**config.mk**
```make
export PLATFORM = sky130hd
export DESIGN_NAME = axis_header_packetizer
export DESIGN_NICKNAME = d
export VERILOG_FILES = /design/src/rtl/axis_header_packetizer.sv
export SDC_FILE = /design/constraint.sdc
export NUM_CORES = 1
export LEC_CHECK = 0
export ABC_AREA = 1
export BUFFER_PORTS_ARGS = -buffer_cell sky130_fd_sc_hd__buf_2
export CAP_MARGIN = 20
export CORE_UTILIZATION = 46
export DETAILED_ROUTE_END_ITERATION = 10
export GPL_ROUTABILITY_DRIVEN = 0
export PLACE_DENSITY = 0.67
export SYNTH_ARGS = -nofsm -noshare
export SYNTH_HDL_FRONTEND = slang
export SYNTH_SLANG_ARGS = --single-unit
```
**constraint.sdc**
```tcl
create_clock -name aclk -period 4.3 [get_ports aclk]
set_input_delay 0.215 -clock aclk [delete_from_list [all_inputs] [get_ports aclk]]
set_output_delay 0.215 -clock aclk [all_outputs]
set_load 0.01 [all_outputs]
```
**src/rtl/axis_header_packetizer.sv**
```systemverilog
// Transmit packetizer: emits a 6-word header followed by payload read from a bank of BRAMs,
// as an AXI-Stream master with TLAST on the final beat of each packet.
module axis_header_packetizer #(
    parameter int          DATA_WIDTH = 16,
    parameter int          ADDR_WIDTH = 9,
    parameter int          BRAM_COUNT = 8,
    parameter logic [15:0] MAGIC      = 16'hC0DE
) (
    input  logic                             aclk,
    input  logic                             aresetn,
    input  logic                             start,
    input  logic                             notification_only,
    input  logic [7:0]                       instruction_code,
    input  logic [2:0]                       rd_bram_start,
    input  logic [2:0]                       rd_bram_end,
    input  logic [15:0]                      rd_addr_start,
    input  logic [15:0]                      rd_addr_count,
    output logic [ADDR_WIDTH-1:0]            bram_rd_addr,
    input  logic [BRAM_COUNT*DATA_WIDTH-1:0] bram_rd_data_flat,
    output logic [DATA_WIDTH-1:0]            m_axis_tdata,
    output logic                             m_axis_tvalid,
    input  logic                             m_axis_tready,
    output logic                             m_axis_tlast,
    output logic                             busy,
    output logic                             done,
    output logic                             err_bad_range,
    output logic [1:0]                       state_dbg
);

    // Stream handshake: a beat moves when tvalid & tready; once tvalid is raised,
    // tvalid, tdata and tlast hold until that beat has been accepted.
    typedef enum logic [1:0] {IDLE, HDR, DATA, DONE_P} state_t;

    state_t                  state;
    logic [2:0]              hdr_idx;
    logic                    hdr_only;
    logic [7:0]              ic_r;
    logic [2:0]              bs_r, be_r;
    logic [15:0]             as_r, ac_r;
    logic [19:0]             ld_left, rd_left;
    logic [2:0]              rd_bank, bank_d;
    logic [15:0]             rd_off;
    logic                    inflight;
    logic [DATA_WIDTH-1:0]   fifo_mem [2];
    logic                    fifo_wp, fifo_rp;
    logic [1:0]              fifo_cnt;

    logic                    bad_range, accept, req_hdr_only;
    logic [3:0]              nbanks;
    logic [19:0]             total;
    logic                    load_ok, pop, issue;
    logic [2:0]              occupancy;
    logic [DATA_WIDTH-1:0]   lane, fifo_head;
    logic [15:0]             w1, w2, checksum, hdr_next;

    assign bad_range    = rd_bram_end < rd_bram_start;
    assign accept       = (state == IDLE) && start && !bad_range;
    assign req_hdr_only = notification_only || (rd_addr_count == 16'd0);
    assign nbanks       = 4'({1'b0, rd_bram_end} - {1'b0, rd_bram_start}) + 4'd1;
    assign total        = 20'(nbanks) * 20'(rd_addr_count);

    assign w1       = {8'h00, ic_r};
    assign w2       = {5'b0, be_r, 5'b0, bs_r};
    assign checksum = MAGIC ^ w1 ^ w2 ^ as_r ^ ac_r;

    always_comb begin
        case (hdr_idx)
            3'd0:    hdr_next = w1;
            3'd1:    hdr_next = w2;
            3'd2:    hdr_next = as_r;
            3'd3:    hdr_next = ac_r;
            default: hdr_next = checksum;
        endcase
    end

    // Payload words come out of the FIFO; the header-to-data transition pops on the w5 handshake.
    assign load_ok   = !m_axis_tvalid || m_axis_tready;
    assign pop       = ((state == DATA) || ((state == HDR) && (hdr_idx == 3'd5))) &&
                       load_ok && (fifo_cnt != 2'd0) && (ld_left != 20'd0);
    // The slot freed by this cycle's pop is counted so reads keep pace at one word per clock.
    assign occupancy = {1'b0, fifo_cnt} + {2'b0, inflight} - {2'b0, pop};
    assign issue     = ((state == HDR) || (state == DATA)) && (rd_left != 20'd0) &&
                       (occupancy < 3'd2);

    assign bram_rd_addr = ADDR_WIDTH'(as_r + rd_off);
    assign lane         = bram_rd_data_flat[int'(bank_d)*DATA_WIDTH +: DATA_WIDTH];
    assign fifo_head    = fifo_mem[fifo_rp];
    assign state_dbg    = state;

    always_ff @(posedge aclk or negedge aresetn) begin
        if (!aresetn) begin
            state         <= IDLE;
            hdr_idx       <= '0;
            hdr_only      <= 1'b0;
            ic_r          <= '0;
            bs_r          <= '0;
            be_r          <= '0;
            as_r          <= '0;
            ac_r          <= '0;
            ld_left       <= '0;
            m_axis_tdata  <= '0;
            m_axis_tvalid <= 1'b0;
            m_axis_tlast  <= 1'b0;
            busy          <= 1'b0;
            done          <= 1'b0;
            err_bad_range <= 1'b0;
        end else begin
            done          <= 1'b0;
            err_bad_range <= 1'b0;
            case (state)
                IDLE: begin
                    if (start && bad_range) begin
                        err_bad_range <= 1'b1;
                    end else if (start) begin
                        state         <= HDR;
                        hdr_idx       <= '0;
                        hdr_only      <= req_hdr_only;
                        ic_r          <= instruction_code;
                        bs_r          <= rd_bram_start;
                        be_r          <= rd_bram_end;
                        as_r          <= rd_addr_start;
                        ac_r          <= rd_addr_count;
                        ld_left       <= req_hdr_only ? 20'd0 : total;
                        m_axis_tdata  <= DATA_WIDTH'(MAGIC);
                        m_axis_tvalid <= 1'b1;
                        m_axis_tlast  <= 1'b0;
                        busy          <= 1'b1;
                    end
                end
                HDR: begin
                    if (m_axis_tready) begin
                        if (hdr_idx != 3'd5) begin
                            m_axis_tdata <= DATA_WIDTH'(hdr_next);
                            m_axis_tlast <= hdr_only && (hdr_idx == 3'd4);
                            hdr_idx      <= hdr_idx + 3'd1;
                        end else if (hdr_only) begin
                            state         <= DONE_P;
                            m_axis_tvalid <= 1'b0;
                            m_axis_tlast  <= 1'b0;
                            busy          <= 1'b0;
                            done          <= 1'b1;
                        end else begin
                            state <= DATA;
                            if (pop) begin
                                m_axis_tdata  <= fifo_head;
                                m_axis_tvalid <= 1'b1;
                                m_axis_tlast  <= (ld_left == 20'd1);
                                ld_left       <= ld_left - 20'd1;
                            end else begin
                                m_axis_tvalid <= 1'b0;
                                m_axis_tlast  <= 1'b0;
                            end
                        end
                    end
                end
                DATA: begin
                    if (load_ok) begin
                        if (m_axis_tvalid && m_axis_tlast) begin
                            state         <= DONE_P;
                            m_axis_tvalid <= 1'b0;
                            m_axis_tlast  <= 1'b0;
                            busy          <= 1'b0;
                            done          <= 1'b1;
                        end else if (pop) begin
                            m_axis_tdata  <= fifo_head;
                            m_axis_tvalid <= 1'b1;
                            m_axis_tlast  <= (ld_left == 20'd1);
                            ld_left       <= ld_left - 20'd1;
                        end else begin
                            m_axis_tvalid <= 1'b0;
                            m_axis_tlast  <= 1'b0;
                        end
                    end
                end
                DONE_P:  state <= IDLE;
                default: state <= IDLE;
            endcase
        end
    end

    // Read side: issue a read, carry its bank index one cycle, capture the returned lane.
    always_ff @(posedge aclk or negedge aresetn) begin
        if (!aresetn) begin
            rd_left  <= '0;
            rd_bank  <= '0;
            rd_off   <= '0;
            inflight <= 1'b0;
            bank_d   <= '0;
            fifo_wp  <= 1'b0;
            fifo_rp  <= 1'b0;
            fifo_cnt <= '0;
        end else begin
            inflight <= issue;
            bank_d   <= rd_bank;
            if (accept) begin
                rd_left <= req_hdr_only ? 20'd0 : total;
                rd_bank <= rd_bram_start;
                rd_off  <= '0;
            end else if (issue) begin
                rd_left <= rd_left - 20'd1;
                if (rd_off == ac_r - 16'd1) begin
                    rd_off  <= '0;
                    rd_bank <= rd_bank + 3'd1;
                end else begin
                    rd_off <= rd_off + 16'd1;
                end
            end
            if (inflight) fifo_wp <= ~fifo_wp;
            if (pop) fifo_rp <= ~fifo_rp;
            fifo_cnt <= fifo_cnt + {1'b0, inflight} - {1'b0, pop};
        end
    end

    always_ff @(posedge aclk) begin
        if (inflight) fifo_mem[fifo_wp] <= lane;
    end

endmodule

```
==> flow_summary.toml, run 1 <==
[timing]
clock.fmax_ghz = 0.2476
finalCriticalPeriod_ns = 4.039
drv_slew = 0
slew_headroom_pct = 33.55
hold_violations = 0
finalCritPeriodShare_pct = 93.93
worst_hold_slack_ns = 0.004094
fin_ws_ns = 0.2611
worst_pin_slew_ns = 0.9967
final.setup_skew_ns = 0.009404
setup_viol = 0

[yosys]
synth_ff_type = "dfrtp_1"
synth.avg_cell_area_um2 = 6.990
syn_area_um2 = 13570
ys_seq_area_share_pct = 32.89
synth_cells = 1942
synth.distinct_cells = 49
synth_edf_count = 32
ys_ff_latch = 172
synth_nets = 2209
yosys_warnings = 0
synthArstFlopShare_pct = 81.40

[grt]
grt_max_degree = 102
grt_util_all_layers_pct = 28.46
grt.overflow.total = 0
grt_pass1_wl_um = 68210
antenna_found_initial = 1
grt_pass1_vias = 13260

[pwr]
p_sw_share_pct = 49.93
vdd_drop_max_mv = 0.4702
switching_power_mw = 5.759
p_int_mw = 5.775
leakagePower_nw = 8.296
clock_power_share_pct = 12.9
pwr-share-comb_pct = 59.8
powerDensity_nw_per_um2 = 714.2
total_power_mw = 11.53
seq_power_share_pct = 27.3

[critical_path]
crit_path_max_incr_delay_ns = 0.56
arrival_ns = 4.36
r2r_cells = 21
crit_required_ns = 4.62
critical-path-top-delay-family = "adder cells"
path_class = "input port to flip-flop"
critPathCaptureType = "flip-flop"
path_buf_inv = 7
crit_path_max_fanout = 4
start_kind = "input port"
critPathSlowestCell = "fa_1"
crit_cells = 26

[floorplanning]
placementRows = 62
start_util_pct = 47.04
die_y_um = 173.8
dieArea_um2 = 30200
io_pins = 211
fp.dieW_um = 173.8
core_um2 = 28860

[placed_design]
hpwl_um = 32500
postPlaceCellArea_um2 = 15330
portBuffers = 210
dp_slack_ns = -0.4640

[clock_tree]
tritoncts = "yes"
clkTransAtPathRegs_ns = 0.07
clk_latency_ns = 0.45
cts_root_buf = "clkbuf_16"
cts-buffers-inserted = 17
htree_levels = 4
cts_sinks = 172
cts.path.max_buffers = 2

[drt]
drt_pre_antenna_iters = 5
remaining_drc_errors = 0
drtAntennaViolNets = 0
totalWireLength_um = 42090
via_per_inst = 5.298
drtIter0Drc = 1015
routedWlPerCell_um = 16.32
vias = 13670

[finish]
final_cell_mix = "nand2_1 (452), nor2_1 (291), inv_1 (251), buf_2 (209), o21ai_0 (160)"
fillCellCount = 2822
fin_nets = 2450
drive_gt1_share_pct = 16.17
syn2layout_area_growth_pct = 18.97
n_antenna_cell = 0
postLayoutCoreUtil_pct = 55.96
layout_commonest_cell = "nand2_1"
fin_area_um2 = 16150

[hold_path]
min_delay_path_depth = 3
hp-class = "input port to flip-flop"

[flow_run]
max_cap_viol_count = 0

[run_status]
status = "completed"
## per-stage QoR
stage               instances  setup TNS, ns
detailed placement       2525         -8.202
global placement         2525         -6.168
finish                   2580              0
global route             2580       -0.01356
CTS                      2578              0
floorplan                1942              0
## registers in the layout (all words and copies together), names as in the netlist, 2 cells and up
register      flops
fifo_mem         32
ld_left          20
rd_left          20
ac_r             16
as_r             16
m_axis_tdata     16
rd_off           16
ic_r              8
bank_d            3
be_r              3
bs_r              3
hdr_idx           3
rd_bank           3
fifo_cnt          2
state_dbg         2
## worst paths after layout
path	startpoint	end	slack [ns]
setup / recovery	rd_bram_start[1]	rd_left[10]$_DFFE_PN0P_	0.26
hold / removal	instruction_code[1]	ic_r[1]$_DFFE_PN0P_	0.004
setup reg to reg	ld_left[11]$_DFFE_PN0P_	rd_left[11]$_DFFE_PN0P_	0.29
hold reg to reg	rd_bank[1]$_DFFE_PN0P_	bank_d[1]$_DFF_PN0_	0.42
max in group asynchronous	aresetn	bank_d[0]$_DFF_PN0_	2.75
min in group asynchronous	aresetn	as_r[8]$_DFFE_PN0P_	0.43
## kinds of logic after synthesis
logic type / synth area share (%)
and+or+nand+nor: 28.08
buffers and inverters: 9.706
AOI/OAI and AO/OA: 14.08
DFF: 32.89
adders and majority gates: 9.826
xor gates and xnor gates: 4.904
muxes: 0.5162
## final cells by class
cell class | count | area, µm² | area share [%]
timing repair buffer | 303 | 1833 | 11.35
sequential | 172 | 4466 | 27.65
multi-input combinational | 1430 | 7856 | 48.65
clock inverter | 14 | 112.6 | 0.6973
tap | 384 | 480.5 | 2.975
inverter | 259 | 972.2 | 6.020
clock buffer | 18 | 429.2 | 2.657
## Yosys cell counts (3+ instances only)
cell	n	area [µm²]
a21boi_0	3	22.52
nor3_1	18	90.09
dfrtp_1	140	3503
fa_1	31	620.6
o21bai_1	5	37.54
nand4_1	26	162.7
xor2_1	45	394.1
buf_6	3	33.78
buf_1	8	30.03
buf_2	9	45.04
ha_1	57	713.2
clkbuf_1	59	221.5
inv_2	3	11.26
or2_2	13	81.33
o21a_1	5	37.54
edfxtp_1	32	960.9
a221o_1	4	40.04
nor2_2	3	18.77
nand3_1	94	470.5
inv_1	254	953.4
mux2i_1	7	70.07
xnor2_1	31	271.5
nor2_1	292	1096
o211ai_1	18	135.1
o22ai_1	32	200.2
a21o_1	3	22.52
nand2_1	456	1712
a21oi_1	51	255.2
o21ai_1	7	35.03
nand3b_1	11	82.58
nand2_2	6	37.54
a31oi_1	25	156.4
o221ai_1	6	52.55
o21ai_0	164	820.8
## tightest hold or removal path, cell delays in order
cell,delay [ns]
buf_2,0.09
nand2_1,0.05
o21ai_0,0.06
## routing by layer
metal	share of wire [%]	vias up	wire length, µm	track usage [%]
met1	43	6362	18290	37.77
met5	0.040	-	17	0
met4	3.3	2	1402	11.26
met3	6.9	65	2903	4.035
li1	-	6725	-	-
met2	46	516	19480	46.78
## timing repair
item,in CTS,in global routing
hold buffers,21,0
setup buffers,0,2
endpoints found under the hold margin,120,0
setup endpoints to repair,0,27
gates resized for setup,0,16
## power by group through the flow
stage	sequential [mW]	clock (mW)	combinational, mW
floorplan	2.88	0	4.72
global placement	3.15	0	6.61
detailed placement	3.16	0	6.75
CTS	3.14	1.50	6.81
global route	3.22	1.55	7.78
finish	3.15	1.49	6.90
(Power assumes the default switching activity.)
==> run 2, diff against run 1 <==
--- a/config.mk
+++ b/config.mk
@@ -11,7 +11,7 @@
 export CORE_UTILIZATION = 46
 export DETAILED_ROUTE_END_ITERATION = 10
 export GPL_ROUTABILITY_DRIVEN = 0
-export PLACE_DENSITY = 0.67
+export PLACE_DENSITY = 0.69
 export SYNTH_ARGS = -nofsm -noshare
 export SYNTH_HDL_FRONTEND = slang
 export SYNTH_SLANG_ARGS = --single-unit
==> constraint.sdc (replaced) <==
create_clock -name aclk -period 3.6 [get_ports aclk]
set_input_delay 0.18 -clock aclk [delete_from_list [all_inputs] [get_ports aclk]]
set_output_delay 0.18 -clock aclk [all_outputs]
set_load 0.01 [all_outputs]
==> run 2 against run 1 <==
Effect of this change: the flow now finishes with violations (negative setup slack); non-clock buffer count is 86 higher; critical path depth is 2 lower; via count is 5.5% higher; clock skew is 0.0070 ns higher; final cell count is 3.3% higher; utilization is 5.3 points higher; sequential share of layout area is 2.4 points lower; sequential power is 18% higher; register-to-register slack worse by 0.21 ns; critical path type unchanged.
==> flow_summary.toml, run 2 (synthesis gave the netlist of run 1 again) <==
[pwr]
vdd_drop_max_mv = 0.4079
leakagePower_nw = 8.860
powerDensity_nw_per_um2 = 876.9

[run_status]
status = "finished with violations"
violations = "negative setup slack"

[finish]
drive_gt1_share_pct = 25.90
postLayoutCoreUtil_pct = 61.23
fin_area_um2 = 17670
regMostFlops = "fifo_mem"
layout_commonest_cell = "nand2_1"
reg_top3 = "fifo_mem: 32 flops, ld_left: 20 flops, rd_left: 20 flops"
final_cell_mix = "nand2_1 (416), nor2_1 (275), inv_1 (212), buf_2 (207), o21ai_0 (147)"
largest_reg_flops = 32
n_antenna_cell = 0
syn2layout_area_growth_pct = 30.16
fin_nets = 2536
final_cells = 2666

[drt]
totalWireLength_um = 45120
drtIter0Drc = 1103
drt_pre_antenna_iters = 5
remaining_drc_errors = 0
drtAntennaViolNets = 0
vias = 14420
via_per_inst = 5.410
routedWlPerCell_um = 16.92

[critical_path]
path_buf_inv = 7
r2r_cells = 22
critPathLaunch = "rd_bram_end[1]"
crit_cells = 24
path_class = "input port to flip-flop"
critPathSlowestCell = "fa_1"
crit_path_max_fanout = 7
crit_chain = "buf_8 > ha_4 > inv_4 > ha_4 > inv_2 > fa_2 > xnor2_4 > buf_6 > buf_6 > nor2_4 > fa_1 > inv_2 > fa_2 > inv_2 > ha_4 > nand2_4 > nand2_4 > a31oi_4 > nand2_4 > nand3_4 > nand2_2 > nand2_2 > nand4_1 > nand3_1"
critPathCaptureType = "flip-flop"
crit_path_max_incr_delay_ns = 0.56
crit_required_ns = 3.97
critical-path-top-delay-family = "adder cells"
start_kind = "input port"
r2r-start = "ld_left[9]$_DFFE_PN0P_"
arrival_ns = 4.18

[grt]
grt_util_all_layers_pct = 29.62
grt_pass1_vias = 13800
grt_max_degree = 100
antenna_found_initial = 0
grt.overflow.total = 0
grt_pass1_wl_um = 70820

[floorplanning]
placementRows = 62
die_y_um = 173.8
io_pins = 211
start_util_pct = 47.04
fp.dieW_um = 173.8
dieArea_um2 = 30200
core_um2 = 28860

[hold_path]
min_delay_path_depth = 3
hp-class = "input port to flip-flop"
min_from = "rd_bram_end[2]"

[clock_tree]
tritoncts = "yes"
cts.path.max_buffers = 2
clkTransAtPathRegs_ns = 0.07
cts_sinks = 172
clk_latency_ns = 0.45
cts_root_buf = "clkbuf_16"
cts-buffers-inserted = 17
htree_levels = 4

[placed_design]
dp.cells = 2576
hpwl_um = 33700
dp_slack_ns = -0.7097
portBuffers = 210
postPlaceCellArea_um2 = 15990

[timing]
grt_setup_unrepaired = "yes"
final.setup_skew_ns = 0.01643
fin_ws_ns = -0.2118
setup_tns_ns = -3.208
finalCriticalPeriod_ns = 3.812
hold_violations = 0
clock.fmax_ghz = 0.2623
finalCritPeriodShare_pct = 105.9
slew_headroom_pct = 35.36
drv_slew = 0
worst_pin_slew_ns = 0.9695
setup_viol = 26

[flow_run]
max_cap_viol_count = 0
[run 2: layer usage]
metal | global-route usage (%) | vias up | part of all wire [%]
met1 | 38.73 | 6763 | 42
met2 | 48.52 | 645 | 47
met5 | 0 | - | 0
met3 | 4.189 | 102 | 7.1
li1 | - | 6913 | -
met4 | 13.56 | 0 | 4.4
[run 2: tightest hold or removal path: stages]
cell	delay (ns)
buf_2	0.14
nand2_1	0.07
nand2_1	0.05
[run 2: final timing paths]
path / slack (ns) / to
hold / removal: 0.03 / be_r[2]$_DFFE_PN0P_
setup reg to reg: 0.08 / rd_left[16]$_DFFE_PN0P_
setup / recovery: -0.21 / rd_left[19]$_DFFE_PN0P_
min in group asynchronous: 0.41 / as_r[6]$_DFFE_PN0P_
hold reg to reg: 0.49 / bank_d[0]$_DFF_PN0_
max in group asynchronous: 2.25 / m_axis_tdata[8]$_DFFE_PN0P_
[run 2: layout make-up]
type	instances	area (µm²)
repair buffers	389	2603
flip-flops and latches	172	4466
well taps	384	480.5
multi-input cells	1430	8571
clock inverters	13	130.1
inverters	259	985.9
clock buffers	19	432.9
fillers	2585	11190
[run 2: power by group]
part | total, mW | internal [mW] | switching (mW)
logic | 9.94 | 4.10 | 5.84
clock network | 1.82 | 0.916 | 0.908
registers | 3.73 | 2.85 | 0.872
total | 15.5 | 7.87 | 7.62
[run 2: timing repair]
action	CTS	global route
gates cloned	0	1
resized for setup	53	128
hold buffers	25	0
endpoints found under the setup margin	50	55
buffers inserted	11	26
pin swaps	46	99
endpoints found under the hold margin	121	0
[run 2: metrics by stage]
| step | hold WS, ns | total power [mW] |
|---|---|---|
| final | 0.02790 | 15.49 |
| after global routing | 0.01748 | 16.69 |
| after CTS | 0.01868 | 14.57 |
| after detailed placement | 0.3611 | 12.47 |
| after global placement | 0.3634 | 12.27 |
| after floorplan | -0.1156 | 9.341 |
